### src/rtl/tpu_core_param.sv
// NxN signed matrix-multiply core: byte-serial buffer loads, fixed-latency compute,
// and a row-major valid/ready result stream with saturation and optional ReLU.
module tpu_core_param #(
    parameter int unsigned N     = 2,
    parameter int unsigned DW    = 8,
    parameter int unsigned ACC_W = 2 * DW + $clog2(N)
) (
    input  logic          clk,
    input  logic          reset,
    input  logic [DW-1:0] ui_in,
    input  logic          fetch_w,
    input  logic          fetch_inp,
    input  logic          start,
    input  logic          relu_en,
    input  logic          out_ready,
    output logic [DW-1:0] out_data,
    output logic          out_valid,
    output logic          busy,
    output logic          done
);
    localparam int unsigned NN = N * N;
    localparam int unsigned PW = $clog2(NN);
    localparam int unsigned CW = $clog2(3 * N);
    localparam logic [PW-1:0] LastIdx = PW'(NN - 1);
    localparam logic [CW-1:0] LastCnt = CW'(3 * N - 2);
    localparam logic signed [ACC_W-1:0] SatMax = ACC_W'((1 << (DW - 1)) - 1);
    localparam logic signed [ACC_W-1:0] SatMin = ~SatMax;

    localparam logic [1:0] StIdle    = 2'd0;
    localparam logic [1:0] StCompute = 2'd1;
    localparam logic [1:0] StOut     = 2'd2;

    logic [1:0]    state_q, state_d;
    logic [DW-1:0] w_q [NN];
    logic [DW-1:0] w_d [NN];
    logic [DW-1:0] x_q [NN];
    logic [DW-1:0] x_d [NN];
    logic [PW-1:0] w_ptr_q, w_ptr_d, x_ptr_q, x_ptr_d, e_q, e_d;
    logic [CW-1:0] cnt_q, cnt_d;
    logic          relu_q, relu_d;
    logic [DW-1:0] out_data_q, out_data_d;
    logic          out_valid_q, out_valid_d;
    logic          done_q, done_d;

    // One result element at a time: element 0 while computing, otherwise the next in order.
    logic [PW-1:0]           sel;
    int unsigned             row, col;
    logic signed [ACC_W-1:0] acc, a_ext, b_ext;
    logic [DW-1:0]           elem;

    always_comb begin
        sel = (state_q == StOut) ? e_q + PW'(1) : '0;
        row = 32'(sel) / N;
        col = 32'(sel) % N;
        if (row >= N) begin
            row = 0;
            col = 0;
        end
        acc   = '0;
        a_ext = '0;
        b_ext = '0;
        for (int unsigned k = 0; k < N; k++) begin
            a_ext = ACC_W'($signed(x_q[PW'(row * N + k)]));
            b_ext = ACC_W'($signed(w_q[PW'(k * N + col)]));
            acc   = acc + a_ext * b_ext;
        end
        if (relu_q && acc < 0) begin
            elem = '0;
        end else if (acc > SatMax) begin
            elem = SatMax[DW-1:0];
        end else if (acc < SatMin) begin
            elem = SatMin[DW-1:0];
        end else begin
            elem = acc[DW-1:0];
        end
    end

    always_comb begin
        state_d     = state_q;
        w_d         = w_q;
        x_d         = x_q;
        w_ptr_d     = w_ptr_q;
        x_ptr_d     = x_ptr_q;
        e_d         = e_q;
        cnt_d       = cnt_q;
        relu_d      = relu_q;
        out_data_d  = out_data_q;
        out_valid_d = out_valid_q;
        done_d      = 1'b0;
        case (state_q)
            StIdle: begin
                // Weight load wins over input load, and any load suppresses start.
                if (fetch_w) begin
                    w_d[w_ptr_q] = ui_in;
                    w_ptr_d      = (w_ptr_q == LastIdx) ? '0 : w_ptr_q + PW'(1);
                end else if (fetch_inp) begin
                    x_d[x_ptr_q] = ui_in;
                    x_ptr_d      = (x_ptr_q == LastIdx) ? '0 : x_ptr_q + PW'(1);
                end else if (start) begin
                    state_d = StCompute;
                    relu_d  = relu_en;
                    w_ptr_d = '0;
                    x_ptr_d = '0;
                    cnt_d   = '0;
                end
            end
            StCompute: begin
                if (cnt_q == LastCnt) begin
                    state_d     = StOut;
                    e_d         = '0;
                    out_data_d  = elem;
                    out_valid_d = 1'b1;
                end else begin
                    cnt_d = cnt_q + CW'(1);
                end
            end
            StOut: begin
                if (out_ready) begin
                    if (e_q == LastIdx) begin
                        state_d     = StIdle;
                        out_valid_d = 1'b0;
                        done_d      = 1'b1;
                    end else begin
                        e_d        = e_q + PW'(1);
                        out_data_d = elem;
                    end
                end
            end
            default: state_d = StIdle;
        endcase
    end

    always_ff @(posedge clk or negedge reset) begin
        if (!reset) begin
            state_q     <= StIdle;
            w_q         <= '{default: '0};
            x_q         <= '{default: '0};
            w_ptr_q     <= '0;
            x_ptr_q     <= '0;
            e_q         <= '0;
            cnt_q       <= '0;
            relu_q      <= 1'b0;
            out_data_q  <= '0;
            out_valid_q <= 1'b0;
            done_q      <= 1'b0;
        end else begin
            state_q     <= state_d;
            w_q         <= w_d;
            x_q         <= x_d;
            w_ptr_q     <= w_ptr_d;
            x_ptr_q     <= x_ptr_d;
            e_q         <= e_d;
            cnt_q       <= cnt_d;
            relu_q      <= relu_d;
            out_data_q  <= out_data_d;
            out_valid_q <= out_valid_d;
            done_q      <= done_d;
        end
    end

    assign out_data  = out_data_q;
    assign out_valid = out_valid_q;
    assign busy      = (state_q != StIdle);
    assign done      = done_q;

endmodule

### config.mk
export PLATFORM = sky130hd
export DESIGN_NAME = tpu_core_param
export DESIGN_NICKNAME = d
export VERILOG_FILES = /design/src/rtl/tpu_core_param.sv
export SDC_FILE = /design/constraint.sdc
export NUM_CORES = 1
export LEC_CHECK = 0
export CAP_MARGIN = 10
export CORE_AREA = 3 3 150 152
export CTS_BUF_LIST = sky130_fd_sc_hd__clkbuf_4
export DETAILED_ROUTE_END_ITERATION = 12
export DIE_AREA = 0 0 153 155
export SLEW_MARGIN = 30
export SYNTH_ARGS = -nofsm -noshare
export SYNTH_HDL_FRONTEND = slang
export SYNTH_SLANG_ARGS = --single-unit
export TNS_END_PERCENT = 10
### constraint.sdc
create_clock -name clk -period 9 [get_ports clk]
set_clock_uncertainty 0.05 [all_clocks]
set_input_delay 2.25 -clock clk [delete_from_list [all_inputs] [get_ports clk]]
set_output_delay 2.25 -clock clk [all_outputs]
set_load 0.005 [all_outputs]
After elaboration in Yosys (flattened, before gate mapping)
Cells that the tools add are included.
W data, S select, Z words.
{"block": "classes", "n_eq_ne": 15, "addsub": 7, "n_shift": 0, "n_bitwise": 8, "mux": 57, "reduce_logical": 18, "n_div": 0, "order_cmp": 12, "mul": 2}
{"op": "$mux W8", "count": 16}
{"op": "$bmux W8 S2", "count": 4}
{"op": "$bwmux W32", "count": 2}
{"op": "$demux W8 S2", "count": 2}
{"op": "$mul A8 B8 Y16", "count": 2}
{"op": "$mux W2", "count": 16}
{"op": "$ge A3 B3 Y1 const B", "count": 6}
{"op": "$not A2 Y3", "count": 6}
{"op": "$add A16 B16 Y17", "count": 1}
{"op": "$gt A17 B8 Y1 const B", "count": 1}
{"op": "$lt A17 B1 Y1 const B", "count": 1}
{"op": "$lt A17 B8 Y1 const B", "count": 1}
{"op": "$ne A2 B2 Y1 const B", "count": 8}
{"op": "$pmux W8 S2", "count": 1}
{"op": "$mux W3", "count": 4}
{"op": "$reduce_and A4 Y1", "count": 3}
{"op": "$reduce_bool A2 Y1", "count": 5}
{"op": "$reduce_and A3 Y1", "count": 3}
{"op": "$add A2 B1 Y2 const B", "count": 4}
{"op": "$eq A2 B2 Y1 const B", "count": 4}
{"op": "$mux W1", "count": 8}
{"op": "$lt A3 B1 Y1 const B", "count": 2}
{"op": "$pmux W2 S3", "count": 1}
{"op": "$pmux W3 S2", "count": 1}
{"op": "14 further kinds", "count": 17}
{"block": "word_totals", "out_inout_bits": 11, "ff_bits": 86, "ramBits": 0, "latchBits": 0, "rom_bits": 0, "n_memories": 0}

Depth between registers and ports, before layout
Gate-level depths: netlist of run 1.
{"block": "logic_depth", "ltp_word": 18, "ltp_mapped": 28}

Worst setup path after synthesis of run 1
Ideal clock, no wire load.
{"block": "synth_path", "path_type": "register to register", "start": "register e_q[0]", "end": "register out_data_q[6], in the netlist out_data[6]", "n_path_buf": 1, "required_time_ps": 8863, "arrival_time_ps": 7221, "setup_ps": 87, "synth_period_minus_slack_ps": 7357, "stages_incl_launch_ff": 25, "setup_slack_ps": 1643, "cell_sequence": "dfrtp_1 -> ha_1 -> nand3b_1 -> buf_1 -> mux2i_1 -> nor2_1 -> inv_1 -> fa_1 -> fa_1 -> inv_1 -> fa_1 -> fa_1 -> fa_1 -> inv_1 -> fa_1 -> inv_1 -> ha_1 -> inv_1 -> o31a_1 -> a2111oi_4 -> o21ai_1 -> a32o_1 -> a41o_1 -> nand2b_1 -> o211ai_1"}
{"block": "synth_via", "elab_chain_len": 18, "word_cells_on_any_way": 40, "cone_classes": "add/sub (4); mul (2); order compare (4); eq/ne (2); mux (22); bitwise (4); reduce/logical (2)"}
{"element": "from (decl)", "line": "38", "source": "logic [PW-1:0] w_ptr_q, w_ptr_d, x_ptr_q, x_ptr_d, e_q, e_d;"}
{"element": "from (signal assigned)", "line": "140", "source": "e_q <= '0;"}
{"element": "from (signal assigned)", "line": "152", "source": "e_q <= e_d;"}
{"element": "$add A2 B1 Y2", "line": "52", "source": "sel = (state_q == StOut) ? e_q + PW'(1) : '0;"}
{"element": "$mux W2", "line": "52"}
{"element": "$ge A1 B2 Y1", "line": "55", "source": "if (row >= N) begin"}
{"element": "$mux W1", "line": "55"}
{"element": "$add A2 B1 Y2 or $add A2 B2 Y2 (tied branches)", "line": "63, 64"}
{"element": "$not A2 Y3 (on tied branches)", "line": "63, 64"}
{"element": "$bmux W8 S2 (on tied branches)", "line": "63, 64"}
{"element": "$mux W8 (on tied branches) (2 in series)", "line": "63, 64"}
{"element": "$mul A8 B8 Y16", "line": "65", "source": "acc = acc + a_ext * b_ext;"}
{"element": "$add A16 B16 Y17", "line": "65"}
{"element": "$lt A17 B8 Y1", "line": "71", "source": "end else if (acc < SatMin) begin"}
{"element": "$mux W8", "line": "71"}
{"element": "$mux W8", "line": "69", "source": "end else if (acc > SatMax) begin"}
{"element": "$mux W8", "line": "67", "source": "if (relu_q && acc < 0) begin"}
{"element": "$mux W8", "line": "119", "source": "if (e_q == LastIdx) begin"}
{"element": "$mux W8", "line": "118", "source": "if (out_ready) begin"}
{"element": "$pmux W8 S2", "line": "90", "source": "case (state_q)"}
{"element": "to (signal assigned)", "line": "155", "source": "out_data_q <= out_data_d;"}
{"element": "to (decl)", "line": "41", "source": "logic [DW-1:0] out_data_q, out_data_d;"}
Several ways; a longest one is shown, not always the timed one. The select of a mux whose other input is x is not followed.
A chain may end at the register's enable or synchronous reset.

Final worst setup path of run 1
{"block": "layout_path", "start": "register state_q[0]", "end": "register out_data_q[4], in the netlist out_data[4]"}
{"block": "layout_via", "elab_chain_len": 18, "word_cells_on_any_way": 43, "cone_classes": "add/sub (3); mul (2); order compare (4); eq/ne (5); mux (22); bitwise (4); reduce/logical (3)"}
{"element": "from (decl)", "line": "33", "source": "logic [1:0] state_q, state_d;"}
{"element": "from (signal assigned)", "line": "135", "source": "state_q <= StIdle;"}
{"element": "from (signal assigned)", "line": "147", "source": "state_q <= state_d;"}
{"element": "$eq A2 B2 Y1", "line": "52, 90"}
{"element": "$mux W2", "line": "52"}
{"element": "$ge A1 B2 Y1", "line": "55"}
{"element": "$mux W1", "line": "55"}
{"element": "$add A2 B1 Y2 or $add A2 B2 Y2 (tied branches)", "line": "63, 64"}
{"element": "$not A2 Y3 (on tied branches)", "line": "63, 64"}
{"element": "$bmux W8 S2 (on tied branches)", "line": "63, 64"}
{"element": "$mux W8 (on tied branches) (2 in series)", "line": "63, 64"}
{"element": "$mul A8 B8 Y16", "line": "65"}
{"element": "$add A16 B16 Y17", "line": "65"}
{"element": "$lt A17 B8 Y1", "line": "71"}
{"element": "$mux W8", "line": "71"}
{"element": "$mux W8", "line": "69"}
{"element": "$mux W8", "line": "67"}
{"element": "$mux W8", "line": "119"}
{"element": "$mux W8", "line": "118"}
{"element": "$pmux W8 S2", "line": "90"}
Several ways; a longest one is shown, not always the timed one. The select of a mux whose other input is x is not followed.

==> reports/summary.json, run 1 <==
{
  "run_status": {
    "run_status": "complete, no violations"
  },
  "clocking": {
    "numClockSinks": 86,
    "cts-buffers-inserted": 9,
    "cts_tree": "built",
    "cts_max_level": 3,
    "clock_slew_seen_by_the_registers_of_the_worst_setup_and_hold_paths_ns": 0.17,
    "maximum_root_to_sink_buffer_count": 2,
    "post_cts_repair_resize_count": 0,
    "worst_skew_pair.late_latency_ns": 0.45,
    "cts-root-buf": "clkbuf_4",
    "postCtsSetupRepairBufs": 0,
    "post_cts_hold_buffer_count": 0
  },
  "placement": {
    "place_congestion": 0.857,
    "place.port_buffers": 25,
    "detailedPlacementHpwl_um": 17200
  },
  "synth": {
    "synthesis.yosys.warnings": 0,
    "syn-mean-instance-area_um2": 10.4,
    "synth_area_um2": 9500,
    "share_of_the_synthesized_area_in_the_top_cell_type_pct": 30.1,
    "post-synth-top-count-cell": "inv_1",
    "synth-main-ff-cell": "dfrtp_1",
    "netlist_instances": 909,
    "synth.net_count": 1131,
    "synth.yosys.seq_area_share_pct": 22.7,
    "synth_async_sr_flop_share_pct": 100,
    "post-synth-top-area-cell": "fa_1",
    "synth_seq_cells": 86,
    "synth-edff-count": 0,
    "synthTopCellsByCount": "181 x inv_1, 143 x fa_1, 97 x nor2_1",
    "ys_top_cells_by_area": "fa_1 30%, dfrtp_1 23%, mux2_2 8.9%",
    "synth_cell_types": 55
  },
  "die": {
    "die_height_um": 155,
    "die_footprint_um2": 23700,
    "floorplan.initialDensity_pct": 44.9,
    "design.core.area_um2": 21200,
    "die_width_um": 153,
    "core.rowCount": 53,
    "ioPinCount": 26
  },
  "hold_path": {
    "worstHoldPathType": "flip-flop to flip-flop"
  },
  "global_routing": {
    "maximum_number_of_pins_on_one_net_before_global_route_repair": 47,
    "number_of_global_route_vias_before_repair": 6638,
    "gr-usage-met2_pct": 31.4,
    "grt_use_total_pct": 18.4,
    "most_used_layer_global_route": "met2",
    "antenna_found_initial": 1,
    "wire_length_of_the_first_global_routing_pass_um": 34600,
    "remaining_global_route_overflow": 0,
    "grt_util_met3_pct": 2.92,
    "grt.met1_usage_pct": 25.5
  },
  "final_layout": {
    "area_of_the_multi_input_gates_um2": 6620,
    "synthToLayoutAreaGrowth_pct": 8.87,
    "register_area_um2": 2150,
    "fillers": 2001,
    "drive_gt1_share_pct": 15.3,
    "design.final.nets": 1177
  },
  "detailed_routing": {
    "ant_nets": 0,
    "wire_length_per_cell_um": 16.8,
    "iteration_count_of_the_initial_detailed_routing_pass": 5,
    "drt_wl_total_um": 20800,
    "drt_drc_violations_left": 0,
    "vias": 6309,
    "detailedRoute.firstIterationViolations": 291,
    "via_per_inst": 5.11
  },
  "critical_path": {
    "setup.worst_path.start_class": "flip-flop",
    "critical_path_peak_fanout": 11,
    "setup.worst_path.class": "flip-flop to flip-flop",
    "worst-endpoint-arrival_ns": 8.15,
    "timing.critical_path.to_type": "flip-flop",
    "worst-endpoint-required_ns": 9.34
  },
  "timing": {
    "finalMaxSlewViolations": 0,
    "relSlewSlack_pct": 39.0,
    "tightest_slew_ns": 0.890,
    "finalCriticalPeriod_ns": 7.81,
    "hold_viol": 0,
    "setup_viol": 0,
    "min_period_over_period_pct": 86.8,
    "grt_setup_unrepaired": "false",
    "maxClockFrequency_mhz": 128,
    "totalNegativeSetupSlack_ns": 0
  },
  "flow_run": {
    "max_cap_viol_count": 0
  }
}
-- routing by layer --
layer  wire [um]  vias up
met4         130        0
met3         706        7
met5           0        -
li1            -     2987
met2       10500      118
met1        9480     3197
-- cells by family (layout without fill, tap and decap cells) --
family          count (synthesis)  in the layout  synth area share (%)
mux                           109            109                  12.5
buf+inv                       196            246                  7.77
compound gates                 88             88                  6.85
xor+xnor                       19             19                  1.75
other cells                     0              1                     0
flops                          86             86                  22.7
fa+ha+maj                     207            207                  38.6
simple gates                  204            204                  9.91
-- placed cells by master, fill, tap and decap left out, types with 2 or more instances in the layout --
cell type        instances
a2111oi_0                2
a211o_1                  6
a211oi_1                 5
a211oi_2                 2
a21boi_0                 2
a21o_1                   3
a21oi_1                 13
a22o_1                   3
a31oi_1                  2
a32o_1                   3
and2_1                   6
and3_1                   7
buf_4                   25
clkbuf_4                 9
clkdlybuf4s50_1         24
dfrtp_1                 86
fa_1                   143
ha_1                    64
inv_1                  181
inv_6                    2
mux2_2                  75
mux2i_1                 33
nand2_1                 38
nand2b_1                 8
nand3_1                  4
nand3b_1                 2
nor2_1                  95
nor2_2                   2
nor2b_1                 14
o211ai_1                 5
o21a_1                   3
o21ai_0                 13
o21ai_1                  7
o21bai_1                 2
o31ai_1                  4
or2_2                   23
xnor2_1                 17
xor2_1                   2
-- worst max-delay path, cell delays in order (launching register included) --
cell and delay, ns:
dfrtp_1 0.44, nand2b_1 0.24, nor2_2 0.55, buf_4 0.26
mux2i_1 0.08, buf_4 0.17, nor2_1 0.57, fa_1 0.56
fa_1 0.49, fa_1 0.59, fa_1 0.45, fa_1 0.54
inv_1 0.05, fa_1 0.53, inv_1 0.04, ha_1 0.39
nand2_1 0.21, o21ai_0 0.40, o21bai_1 0.12, a31oi_1 0.18
o2111ai_1 0.15, nor4_2 0.28, a21oi_1 0.15, o311ai_1 0.26
-- flip-flops by register name, summed over array words and instances (netlist names) --
name and cells:
out_valid 1, e_q 2, done 1, x_q 32, out_data 8, w_ptr_q 2, relu_q 1, state_q 2
w_q 32, cnt_q 3, x_ptr_q 2
-- per-stage QoR --
stage / std cells / utilization, % / setup WS, ns / area [um^2] / hold slack (ns)
finish: 1235 / 48.9 / 1.19 / 10300 / 0.457
global route: 1235 / 48.9 / 0.641 / 10300 / 0.482
CTS: 1234 / 48.8 / 1.04 / 10300 / 0.465
detailed placement: 1219 / 48.3 / 1.07 / 10200 / 0.429
global placement: 1219 / 48.3 / 1.23 / 10200 / 0.426
floorplan: 909 / - / 1.64 / 9500 / 0.404
-- area by class of cell --
cell class / instances / share of cell area, %
Timing Repair Buffer: 49 / 4.14
Tap cell: 275 / 3.33
Antenna cell: 1 / 0.0242
Clock buffer: 9 / 0.654
Clock inverter: 6 / 0.448
Multi-Input combinational cell: 627 / 64.0
Sequential cell: 86 / 20.8
Inverter: 182 / 6.61
-- final timing paths --
check	startpoint	to	slack [ns]	cells after the start
max	state_q[0]	out_data[4]	1.19	23
min	e_q[1]	e_q[1]	0.46	2
max reg2reg	state_q[0]	out_data[4]	1.19	23
min reg2reg	e_q[1]	e_q[1]	0.46	2
max in group asynchronous	reset	w_q[17]	6.17	2
min in group asynchronous	reset	x_q[15]	1.71	1
Power of run 1 is left out: the tool's default activity adds up to more than one toggle a clock period on the data nets, which glitch-free logic cannot reach.
==> inputs of run 2 (changes only) <==
--- a/config.mk
+++ b/config.mk
@@ -5,7 +5,6 @@
 export SDC_FILE = /design/constraint.sdc
 export NUM_CORES = 1
 export LEC_CHECK = 0
-export CAP_MARGIN = 10
 export CORE_AREA = 3 3 150 152
 export CTS_BUF_LIST = sky130_fd_sc_hd__clkbuf_4
 export DETAILED_ROUTE_END_ITERATION = 12
==> results of run 2 <==
The final DEF is identical to that of run 1; final timing and power are the same.
Power of run 2 is left out for the same reason.
